### config.mk
export PLATFORM = sky130hd
export DESIGN_NAME = switch_toggle_decoder_flat
export DESIGN_NICKNAME = d
export VERILOG_FILES = /design/src/rtl/switch_toggle_decoder_if.sv /design/src/rtl/switch_toggle_decoder.sv /design/src/flat_wrapper.sv
export SDC_FILE = /design/constraint.sdc
export NUM_CORES = 1
export LEC_CHECK = 0
export CORE_MARGIN = 3
export CORE_UTILIZATION = 58
export CTS_BUF_LIST = sky130_fd_sc_hd__clkbuf_8
export DETAILED_ROUTE_END_ITERATION = 7
export GPL_TIMING_DRIVEN = 0
export PLACE_DENSITY = 0.8
export SYNTH_ARGS = -nofsm -noshare
export SYNTH_HDL_FRONTEND = slang
export SYNTH_SLANG_ARGS = --single-unit
### constraint.sdc
create_clock -name clk -period 2.38 [get_ports clk]
set_input_delay 0.357 -clock clk [delete_from_list [all_inputs] [get_ports clk]]
set_output_delay 0.357 -clock clk [all_outputs]
set_load 0.01 [all_outputs]
### src/rtl/switch_toggle_decoder_if.sv
// Game-side handshake between switch_toggle_decoder and the game FSM.
//   slave  : decoder side (takes arm/disarm/target, drives status and pulses)
//   master : game FSM side
interface switch_toggle_decoder_if #(
    parameter int NUM_SW = 18
);
    localparam int IDX_W = $clog2(NUM_SW);

    logic             arm;
    logic             disarm;
    logic             target_valid;
    logic [IDX_W-1:0] target_index;
    logic             ready;
    logic             armed;
    logic             hit;
    logic             miss;
    logic             multi_toggle;
    logic [IDX_W-1:0] toggle_index;

    modport slave (
        input  arm, disarm, target_valid, target_index,
        output ready, armed, hit, miss, multi_toggle, toggle_index
    );

    modport master (
        output arm, disarm, target_valid, target_index,
        input  ready, armed, hit, miss, multi_toggle, toggle_index
    );
endinterface

### src/rtl/switch_toggle_decoder.sv
// switch_toggle_decoder: decodes the player's answer from the 18 slide switches.
// It synchronises and debounces the raw switch vector. On arm it captures a
// baseline. The first settled change from that baseline is then reported as a
// one-cycle hit or miss.
// Ports:
//   clk, reset_n  - system clock, async active-low reset
//   switches      - raw asynchronous switch levels
//   debounced_sw  - current debounced switch vector
//   bus (slave)   - arm/disarm/target in; ready/armed/hit/miss/multi_toggle/toggle_index out
//
// state  | meaning
// IDLE   | not watching; waits for arm while ready
// ARMED  | baseline held, watching for a settled change
// REPORT | one cycle: hit/miss/multi_toggle valid
module switch_toggle_decoder #(
    parameter int NUM_SW          = 18,
    parameter int DEBOUNCE_CYCLES = 50000
) (
    input  logic                  clk,
    input  logic                  reset_n,
    input  logic [NUM_SW-1:0]     switches,
    output logic [NUM_SW-1:0]     debounced_sw,
    switch_toggle_decoder_if.slave bus
);
    localparam int IDX_W = $clog2(NUM_SW);
    localparam int CNT_W = $clog2(DEBOUNCE_CYCLES);
    localparam logic [CNT_W-1:0]  CNT_MAX = CNT_W'(DEBOUNCE_CYCLES - 1);
    localparam logic [NUM_SW-1:0] ONE     = NUM_SW'(1);

    typedef enum logic [1:0] {IDLE, ARMED, REPORT} state_t;

    state_t             state, state_nxt;
    logic [NUM_SW-1:0]  sync1, sync2, sync_prev;
    logic [CNT_W-1:0]   stable_cnt;
    logic [NUM_SW-1:0]  baseline, baseline_nxt;
    logic [IDX_W-1:0]   idx_nxt;
    logic               hit_nxt, miss_nxt, multi_nxt;
    logic [NUM_SW-1:0]  diff;
    logic [IDX_W-1:0]   low_idx;
    logic               multiple;
    logic               stable;

    // sync_prev holds sync2 one cycle back so a change restarts the window.
    assign stable = (sync2 == sync_prev);

    always_ff @(posedge clk or negedge reset_n) begin
        if (!reset_n) begin
            sync1        <= '0;
            sync2        <= '0;
            sync_prev    <= '0;
            stable_cnt   <= '0;
            debounced_sw <= '0;
            bus.ready    <= 1'b0;
        end else begin
            sync1     <= switches;
            sync2     <= sync1;
            sync_prev <= sync2;
            if (!stable) begin
                stable_cnt <= '0;
            end else if (stable_cnt != CNT_MAX) begin
                stable_cnt <= stable_cnt + 1'b1;
            end
            // Saturated counter keeps reloading; the stable guard stops a
            // fresh change from slipping through on its first cycle.
            if (stable && stable_cnt == CNT_MAX) begin
                debounced_sw <= sync2;
                bus.ready    <= 1'b1;
            end
        end
    end

    assign diff     = debounced_sw ^ baseline;
    assign multiple = |(diff & (diff - ONE));

    always_comb begin
        low_idx = '0;
        for (int i = NUM_SW - 1; i >= 0; i--) begin
            if (diff[i]) low_idx = IDX_W'(i);
        end
    end

    always_ff @(posedge clk or negedge reset_n) begin
        if (!reset_n) begin
            state            <= IDLE;
            baseline         <= '0;
            bus.toggle_index <= '0;
            bus.hit          <= 1'b0;
            bus.miss         <= 1'b0;
            bus.multi_toggle <= 1'b0;
        end else begin
            state            <= state_nxt;
            baseline         <= baseline_nxt;
            bus.toggle_index <= idx_nxt;
            bus.hit          <= hit_nxt;
            bus.miss         <= miss_nxt;
            bus.multi_toggle <= multi_nxt;
        end
    end

    always_comb begin
        state_nxt    = state;
        baseline_nxt = baseline;
        idx_nxt      = bus.toggle_index;
        hit_nxt      = 1'b0;
        miss_nxt     = 1'b0;
        multi_nxt    = 1'b0;
        case (state)
            IDLE: begin
                if (bus.arm && bus.ready) begin
                    baseline_nxt = debounced_sw;
                    idx_nxt      = '0;
                    state_nxt    = ARMED;
                end
            end
            ARMED: begin
                if (bus.disarm) begin
                    state_nxt = IDLE;
                end else if (bus.arm) begin
                    baseline_nxt = debounced_sw;
                end else if (diff != '0) begin
                    hit_nxt   = !multiple && bus.target_valid && (low_idx == bus.target_index);
                    miss_nxt  = !hit_nxt;
                    multi_nxt = multiple;
                    idx_nxt   = low_idx;
                    state_nxt = REPORT;
                end
            end
            REPORT:  state_nxt = IDLE;
            default: state_nxt = IDLE;
        endcase
    end

    assign bus.armed = (state == ARMED);
endmodule

### src/flat_wrapper.sv
// flat-port wrapper written by rule: the top's interface ports become plain ports
module switch_toggle_decoder_flat 
#(
    parameter int NUM_SW          = 18,
    parameter int DEBOUNCE_CYCLES = 50000
)
  (clk, reset_n, switches, debounced_sw, bus_arm, bus_disarm, bus_target_valid, bus_target_index, bus_ready, bus_armed, bus_hit, bus_miss, bus_multi_toggle, bus_toggle_index);
  switch_toggle_decoder_if #(.NUM_SW(NUM_SW)) bus_i ();
  input  logic clk;
  input  logic reset_n;
  input  logic [NUM_SW-1:0] switches;
  output logic [NUM_SW-1:0] debounced_sw;
  input wire logic [$bits(bus_i.arm)-1:0] bus_arm;
  input wire logic [$bits(bus_i.disarm)-1:0] bus_disarm;
  input wire logic [$bits(bus_i.target_valid)-1:0] bus_target_valid;
  input wire logic [$bits(bus_i.target_index)-1:0] bus_target_index;
  output wire logic [$bits(bus_i.ready)-1:0] bus_ready;
  output wire logic [$bits(bus_i.armed)-1:0] bus_armed;
  output wire logic [$bits(bus_i.hit)-1:0] bus_hit;
  output wire logic [$bits(bus_i.miss)-1:0] bus_miss;
  output wire logic [$bits(bus_i.multi_toggle)-1:0] bus_multi_toggle;
  output wire logic [$bits(bus_i.toggle_index)-1:0] bus_toggle_index;
  assign bus_i.arm = bus_arm;
  assign bus_i.disarm = bus_disarm;
  assign bus_i.target_valid = bus_target_valid;
  assign bus_i.target_index = bus_target_index;
  assign bus_ready = bus_i.ready;
  assign bus_armed = bus_i.armed;
  assign bus_hit = bus_i.hit;
  assign bus_miss = bus_i.miss;
  assign bus_multi_toggle = bus_i.multi_toggle;
  assign bus_toggle_index = bus_i.toggle_index;
  switch_toggle_decoder #(.NUM_SW(NUM_SW), .DEBOUNCE_CYCLES(DEBOUNCE_CYCLES)) u_core (.clk(clk), .reset_n(reset_n), .switches(switches), .debounced_sw(debounced_sw), .bus(bus_i));
endmodule
# After elaboration in Yosys (flattened, before gate mapping)
# Index checks and enable logic that the tools add are counted.
# totals
ff_bits	117
latch_bits	0
mem_bits_rw	0
rom_bits	0
out_inout_bits	28
elab_cells	88
memories	0
# op_classes
n_addsub	2
multipliers	0
div	0
magnitude_cmp	0
n_eq_ne	13
shift	0
n_mux	46
n_bitwise	2
n_reduce_logical	13
# ops
operator	count
5-bit two-way mux	22
18-bit two-way mux	3
18-bit case mux with 2 select lines	1
16-bit two-way mux	2
18-bit bitwise AND	1
18-bit == test	1
18-bit nonzero test	1
18-bit OR reduction	1
18-bit by 1-bit subtractor with 18-bit output (second input constant)	1
18-bit bitwise XOR	1
16-bit by 1-bit adder with 16-bit output (second input constant)	1
16-bit == test (second input constant)	1
16-bit != test (second input constant)	1
1-bit two-way mux	12
5-bit case mux with 2 select lines	1
2-bit two-way mux	4
2-bit != test (second input constant)	4
5-bit == test	1
5-bit AND reduction	1
1-bit logical AND	4
2-bit by 1-bit != test with 1-bit output (second input constant)	2
2-bit case mux with 2 select lines	1
4-bit AND reduction	1
3-bit by 2-bit != test with 1-bit output (second input constant)	1
other kinds (6)	7

# Depth between registers and ports, before layout
# Gate-level depths: netlist of the first run.
# logic_depth
word_depth	26
ltp_mapped	7
mapped_depth_nobuf	7

# Worst setup path before layout of the first run
# OpenSTA, ideal clock, no wires.
# synth_timing
path_type	register to register
from	register u_core.debounced_sw[1]
to	register u_core.bus.miss
setup_ps	119
arrival_ps	1998
required_ps	2261
setup_slack_ps	263
stages_incl_launch_ff	8
cell_sequence	dfrtp_1 xnor2_4 nand4_4 a211o_1 a221o_1 a311oi_2 nand4_1 and2_1
# synth_via
elab_chain_cells	12
elab_cells_between_ends	16
classes_between	add/sub: 1; eq/ne: 1; mux: 6; bitwise: 2; reduce/logical: 6
# synth_rtl
item	line_no	text
from (decl)	switch_toggle_decoder.sv:22	output logic [NUM_SW-1:0] debounced_sw,
from (signal assigned)	switch_toggle_decoder.sv:66	debounced_sw <= sync2;
18-bit bitwise XOR *	switch_toggle_decoder.sv:72	assign diff = debounced_sw ^ baseline;
18-bit by 1-bit subtractor with 18-bit output	switch_toggle_decoder.sv:73	assign multiple = |(diff & (diff - ONE));
18-bit bitwise AND	switch_toggle_decoder.sv:73	
18-bit OR reduction	switch_toggle_decoder.sv:73	
1-bit zero test	switch_toggle_decoder.sv:121	hit_nxt = !multiple && bus.target_valid && (low_idx == bus.target_index);
1-bit logical AND (2 in series)	switch_toggle_decoder.sv:121	
1-bit zero test	switch_toggle_decoder.sv:122	miss_nxt = !hit_nxt;
1-bit two-way mux *	switch_toggle_decoder.sv:120	end else if (diff != '0) begin
1-bit two-way mux *	switch_toggle_decoder.sv:118	end else if (bus.arm) begin
1-bit two-way mux *	switch_toggle_decoder.sv:116	if (bus.disarm) begin
1-bit two-way mux *	switch_toggle_decoder.sv:107	case (state)
named net u_core.miss_nxt	switch_toggle_decoder.sv:37	logic hit_nxt, miss_nxt, multi_nxt;
to (signal assigned)	switch_toggle_decoder.sv:95	bus.miss <= miss_nxt;
to (decl)	switch_toggle_decoder_if.sv:22	output ready, armed, hit, miss, multi_toggle, toggle_index
# The timed path passes the listed nets; every way through them passes the cells marked *.
# A chain may end at the register's enable or synchronous reset.

# Final worst setup path of the first run
# Ends and elaborated chain as after synthesis.

==> metrics.txt, run 1 <==
outcome finished clean; Die Area 9660 um2; Buffers & Inverters on Critical Path 0; #FFs+latches synth 117; most frequent cells in the layout dfrtp_1, clkdlybuf4s50_1, mux2_2, nor2_1, xor2_1; CP required 2.70 ns; Peak VDD IR 0.5024 mV; Setup Skew 0.009110 ns; CP max stage cell dfrtp_1; drt wl/cell 16.07 um; Max Cap Viol 0; gr usage total 0.2034; Yosys cell types 57; row count 33; Die Width 98.29 um; Slew Viols, Final 0; Clock transition at path regs 0.08 ns; max frequency 433.9 MHz; layout cells sized above 1 0.2217; Synth Flop Type dfrtp_1; Worst-Margin Slew 0.6236 ns; cts bufs inserted 17; DRT Pass-1 Iters 4; CTS max path bufs 2; average footprint of a synthesized cell 13.39 um2; max_slew headroom 0.5843; number of standard cells in the final layout excluding fillers 565; crit path DAT 2.62 ns; Placed Cells 530; final antenna-violating net count 0; setup TNS 0 ns; most common cell after layout, fill and taps aside dfrtp_1; Worst Setup Path Type register to register; GRT overflow 0; Post-Syn Area 4940 um2; root buffer cell clkbuf_8; CP max FO 8; final wirelength 9.079 mm; max incr delay on CP 0.50 ns; initial antenna violation count 0; RSZ-0062 raised after global routing true; number of global-route vias before repair 3218; min Tclk post-route 2.305 ns; largest net degree at the start of global routing 77; Final Hold Violating Endpoints 0; Worst-Skew Late Latency 0.43 ns; initial DRC count 184; Nets 476; CP Cell Sequence xnor2_4, nand4_4, a211o_1, a221o_1, a311oi_2, nand4_1, and2_1; via count 3092; startpoint types register; Layout area overhead 25.15%; cell family with most CP delay compound AO/OA/AOI/OAI gates; post-DP HPWL 6.126 mm; CP endpoint kind register; Hold Crit Class register to register; CTS Sinks 117; H-Tree Depth 4; CTS tree yes; boundary pin count 56; antenna cells 0; Pwr per Cell Area 666.5 nW/um2; first-pass GRT wire length 15.35 mm; Initial Util 0.5982; Async S/R FF share, synth 1.000; Min Hold Slack 0.3493 ns; port bufs 55; die extent in y 98.29 um; EDFF count, synth 0; Mapped Cells 369; post-synthesis sequential area ratio 0.5927; YS warnings 0; # setup viols final 0; GPL Wtd Cong 0.7946; Core Region 8258 um2; Leak 2.748 nW; Via density 5.473; Final period util 0.9684; drc violations 0; Synth Net Count 398
## worst paths after layout
check,startpoint,to,slack [ns],cells past startpoint
setup / recovery,u_core.debounced_sw[1],u_core.bus.miss,0.08,7
hold / removal,u_core.sync1[15],u_core.sync2[15],0.35,0
setup reg to reg,u_core.debounced_sw[1],u_core.bus.miss,0.08,7
hold reg to reg,u_core.sync1[15],u_core.sync2[15],0.35,0
max in group asynchronous,reset_n,u_core.debounced_sw[2],1.18,3
min in group asynchronous,reset_n,u_core.bus.ready,0.46,2
## Yosys cell counts (2+ instances only)
cell / count / area, um2
o221ai_1: 3 / 26.28
and2_1: 4 / 25.02
xnor2_1: 30 / 262.8
maj3_1: 2 / 20.02
o211ai_1: 4 / 30.03
mux2_1: 3 / 33.78
mux2_2: 33 / 371.6
xnor2_4: 4 / 110.1
nand3_1: 11 / 55.05
nand4_1: 11 / 68.82
dfrtp_1: 117 / 2928
mux2i_1: 2 / 20.02
o2111ai_1: 2 / 17.52
inv_1: 3 / 11.26
nor3_1: 6 / 30.03
xor2_1: 24 / 210.2
nand2b_1: 2 / 12.51
clkbuf_1: 3 / 11.26
nor2_1: 25 / 93.84
nor4_1: 2 / 12.51
a211oi_1: 4 / 30.03
a21oi_1: 7 / 35.03
and3_1: 8 / 50.05
o21ai_0: 3 / 15.01
a2bb2o_1: 2 / 20.02
a22o_1: 3 / 26.28
nand2_1: 19 / 71.32
xnor2_2: 3 / 48.80
## power by group
group | internal, W | switching, W
combinational | 0.0000677 | 0.0000591
sequential | 0.00203 | 0.0000261
clock | 0.00107 | 0.000868
## per-layer routing
layer | vias up | global-route usage | wire (um)
met5 | - | 0 | 0
met3 | 21 | 0.06214 | 364
met1 | 1532 | 0.2556 | 4001
met4 | 0 | 0.09139 | 195
li1 | 1470 | - | -
met2 | 69 | 0.3261 | 4518
## final cells by class
class | count | area, um2
buffer | 5 | 23.77
clock buffer | 17 | 234.0
clock inverter | 15 | 192.7
fill | 539 | 2076
inverter | 4 | 15.01
multi-input combinational | 243 | 2054
sequential | 117 | 2930
tap | 105 | 131.4
timing repair buffer | 59 | 600.6
## sequential cells by signal (all words and copies together), names as in the netlist
| name | count |
|---|---|
| u_core.baseline | 18 |
| u_core.sync_prev | 18 |
| u_core.stable_cnt | 16 |
| u_core.debounced_sw | 18 |
| u_core.sync1 | 18 |
| u_core.sync2 | 18 |
| u_core.state | 2 |
| u_core.bus.multi_toggle | 1 |
| u_core.bus.ready | 1 |
| u_core.bus.toggle_index | 5 |
| u_core.bus.miss | 1 |
| u_core.bus.hit | 1 |
## through the flow
step	util	worst slack, ns	instance area (um2)	total power [W]
after floorplan	-	0.2627	4940	0.002125
after global placement	0.6808	-3.318	5622	0.002219
after detailed placement	0.6838	-0.4072	5647	0.002226
after CTS	0.7385	0.001020	6098	0.004169
after global routing	0.7486	-0.05359	6182	0.004271
final	0.7486	0.07510	6182	0.004120
## timing repair
| action | in CTS | in global routing |
|---|---|---|
| setup buffers | 2 | 0 |
| hold buffers | 1 | 0 |
| setup endpoints to repair | 19 | 26 |
| hold endpoints to repair | 41 | 0 |
| gates resized for setup | 0 | 15 |
| pin swaps | 2 | 0 |
## kinds of logic after synthesis
logic type | count (synthesis) | synth area share
flip-flops | 117 | 0.5927
adder cells (fa/ha/maj) | 3 | 0.006585
multiplexers | 38 | 0.08612
buffers and inverters | 9 | 0.007089
AO/OA/AOI/OAI | 40 | 0.06459
AND/OR/NAND/NOR | 100 | 0.1117
XOR/XNOR | 62 | 0.1312
## worst register-to-register path: cells and delay by family, from the launching register on
kind | cells | cell delay [ns]
flops | 1 | 0.50
xor+xnor | 1 | 0.32
compound gates | 3 | 0.90
simple gates | 3 | 0.49
Note: power is estimated with default switching activity, not from simulation.
==> run 2, diff against run 1 <==
--- a/config.mk
+++ b/config.mk
@@ -5,8 +5,10 @@
 export SDC_FILE = /design/constraint.sdc
 export NUM_CORES = 1
 export LEC_CHECK = 0
+export CELL_PAD_IN_SITES_DETAIL_PLACEMENT = 0
+export CELL_PAD_IN_SITES_GLOBAL_PLACEMENT = 1
 export CORE_MARGIN = 3
-export CORE_UTILIZATION = 58
+export CORE_UTILIZATION = 48
 export CTS_BUF_LIST = sky130_fd_sc_hd__clkbuf_8
 export DETAILED_ROUTE_END_ITERATION = 7
 export GPL_TIMING_DRIVEN = 0
==> run 2 against run 1 <==
  * Register-to-register slack improved by 0.02 ns
  * Final area rose by 2.5%
  * Global-route usage fell by 3.0 points
  * Critical endpoint unchanged
  * Largest power group unchanged
==> metrics.txt, run 2 (same netlist as run 1, synthesis figures left out) <==
largest net degree at the start of global routing 84 (was 77); Leak 2.779 nW (was 2.748 nW); hold path cells 0 (unchanged); root buffer cell clkbuf_8 (unchanged); Die Area 11540 um2 (was 9660 um2); CTS max path bufs 2 (unchanged); GRT overflow 0 (unchanged); Pwr Total 0.004072 W (was 0.004120 W); Max Cap Viol 0 (unchanged); die extent in y 107.4 um (was 98.29 um); row count 36 (was 33); M1 GR Usage 0.2310 (was 0.2556); layout cells sized above 1 0.2570 (was 0.2217); final antenna-violating net count 0 (unchanged); drt wl/cell 15.15 um (was 16.07 um); cts bufs inserted 17 (unchanged); CP endpoint kind register (unchanged); sequential cell area 2937 um2 (was 2930 um2); Placed Cells 558 (was 530); H-Tree Depth 4 (unchanged); CP max stage cell dfrtp_2 (was dfrtp_1); Pwr per Cell Area 642.4 nW/um2 (was 666.5 nW/um2); Slew Viols, Final 0 (unchanged); Peak VDD IR 0.4589 mV (was 0.5024 mV); Hold Crit Class register to register (unchanged); initial DRC count 95 (was 184); CTS tree yes (unchanged); multi-input logic area 2125 um2 (was 2054 um2); Layout area overhead 28.32% (was 25.15%); CP max FO 6 (was 8); Setup Skew 0.01328 ns (was 0.009110 ns); GRT busiest layer met2 (unchanged); most common cell after layout, fill and taps aside dfrtp_1 (unchanged); GRT met3 Usage 0.05459 (was 0.06214); Worst Setup Path Type register to register (unchanged); max frequency 438.5 MHz (was 433.9 MHz); antenna cells 0 (unchanged); Initial Util 0.4985 (was 0.5982); worst hold start u_core.sync1[2] (was u_core.sync1[15]); Die Width 107.4 um (was 98.29 um); min Tclk post-route 2.281 ns (was 2.305 ns); port bufs 55 (unchanged); gr usage total 0.1738 (was 0.2034); number of standard cells in the final layout excluding fillers 600 (was 565); initial antenna violation count 0 (unchanged); # setup viols final 0 (unchanged); Nets 483 (was 476); outcome finished clean (unchanged); startpoint types register (unchanged); FILL cells 763 (was 539); Clock transition at path regs 0.08 ns (about the same); worst hold endpoint u_core.sync2[2] (was u_core.sync2[15]); CTS Sinks 117 (unchanged); boundary pin count 56 (unchanged); cell family with most CP delay compound AO/OA/AOI/OAI gates (unchanged); DRT Pass-1 Iters 4 (unchanged); Via density 5.162 (was 5.473); Final period util 0.9583 (was 0.9684); GPL Wtd Cong 0.8760 (was 0.7946); Worst-Skew Late Latency 0.43 ns (about the same); flop2flop setup slack 0.1 ns (was 0.08 ns); number of global-route vias before repair 3123 (was 3218); Worst-Margin Slew 0.6006 ns (was 0.6236 ns); first-pass GRT wire length 15.39 mm (was 15.35 mm); Core Region 9910 um2 (was 8258 um2); via count 3097 (was 3092); crit path DAT 2.60 ns (was 2.62 ns); max incr delay on CP 0.48 ns (was 0.50 ns); GRT met2 Usage 0.2690 (was 0.3261); CP Cell Sequence xnor2_4, nand4_4, a211o_1, a221o_1, a311oi_2, nand4_1, and2_1 (unchanged); most frequent cells in the layout dfrtp_1, clkdlybuf4s50_1, mux2_2, nor2_1, xor2_1 (unchanged); r2r startpoint u_core.debounced_sw[0] (was u_core.debounced_sw[1]); final wirelength 9.091 mm (was 9.079 mm); FF-to-FF path depth 7 (unchanged); CP required 2.70 ns (about the same); post-DP HPWL 6.305 mm (was 6.126 mm); drc violations 0 (unchanged); R2R Path End u_core.bus.miss (unchanged); max_slew headroom 0.5996 (was 0.5843); Final Hold Violating Endpoints 0 (unchanged); Buffers & Inverters on Critical Path 0 (unchanged)
run 2: stage by stage:
| stage | TNS (ns) | utilization | cell area [um2] | setup WS (ns) | hold WS, ns |
|---|---|---|---|---|---|
| 2_1_floorplan | 0 | - | 4940 | 0.2627 | 0.06141 |
| 3_3_place_gp | -408.59 | 0.5708 | 5657 | -3.432 | 0.3318 |
| 3_5_place_dp | -8.005 | 0.5737 | 5685 | -0.4064 | 0.2739 |
| 4_1_cts | 0 | 0.6246 | 6190 | 0.006519 | 0.3279 |
| 5_1_grt | -0.03010 | 0.6396 | 6339 | -0.03010 | 0.3302 |
| 6_report | 0 | 0.6396 | 6339 | 0.09928 | 0.3498 |
run 2: how the worst max path moves through the flow:
| stage | startpoint | to | slack [ns] | depth (start not counted) |
|---|---|---|---|---|
| 2_1_floorplan | u_core.debounced_sw[1] | u_core.bus.miss | 0.26 | 7 |
| 3_3_place_gp | reset_n | u_core.sync1[13] | -3.43 | 1 |
| 3_5_place_dp | u_core.sync2[0] | u_core.debounced_sw[12] | -0.41 | 7 |
| 4_1_cts | u_core.debounced_sw[1] | u_core.bus.miss | 0.007 | 7 |
| 5_1_grt | u_core.debounced_sw[0] | u_core.bus.miss | -0.03 | 7 |
| 6_report | u_core.debounced_sw[0] | u_core.bus.miss | 0.1 | 7 |
run 2: cell type report:
class	instances	share of cell area
Sequential cell	117	0.4633
Multi-Input combinational cell	243	0.3352
Timing Repair Buffer	66	0.1036
Clock buffer	17	0.03691
Clock inverter	15	0.02862
Tap cell	133	0.02625
Buffer	5	0.003750
Inverter	4	0.002369
run 2: where the power goes:
part           internal, W  leakage (nW)  switching (W)
sequential         0.00203          1.50      0.0000261
clock             0.000976         0.206       0.000909
combinational    0.0000686          1.08      0.0000594
total              0.00308          2.78       0.000994
run 2: metal layers:
layer	vias up	wire length [um]
met4	0	85
met5	-	0
met2	61	4535
li1	1490	-
met3	8	415
met1	1538	4055
run 2: worst reg2reg max path, delay by kind of cell (launching register included):
family          cells  cell delay (ns)
simple gates        3             0.51
flops               1             0.48
xor+xnor            1             0.30
compound gates      3             0.88
run 2: timing repair:
action | 4_1_cts | 5_1_grt
pin swaps | 4 | 10
hold endpoints to repair | 34 | 0
resized for setup | 7 | 22
setup endpoints to repair | 20 | 23
buffers inserted | 3 | 6
hold buffers | 1 | 0
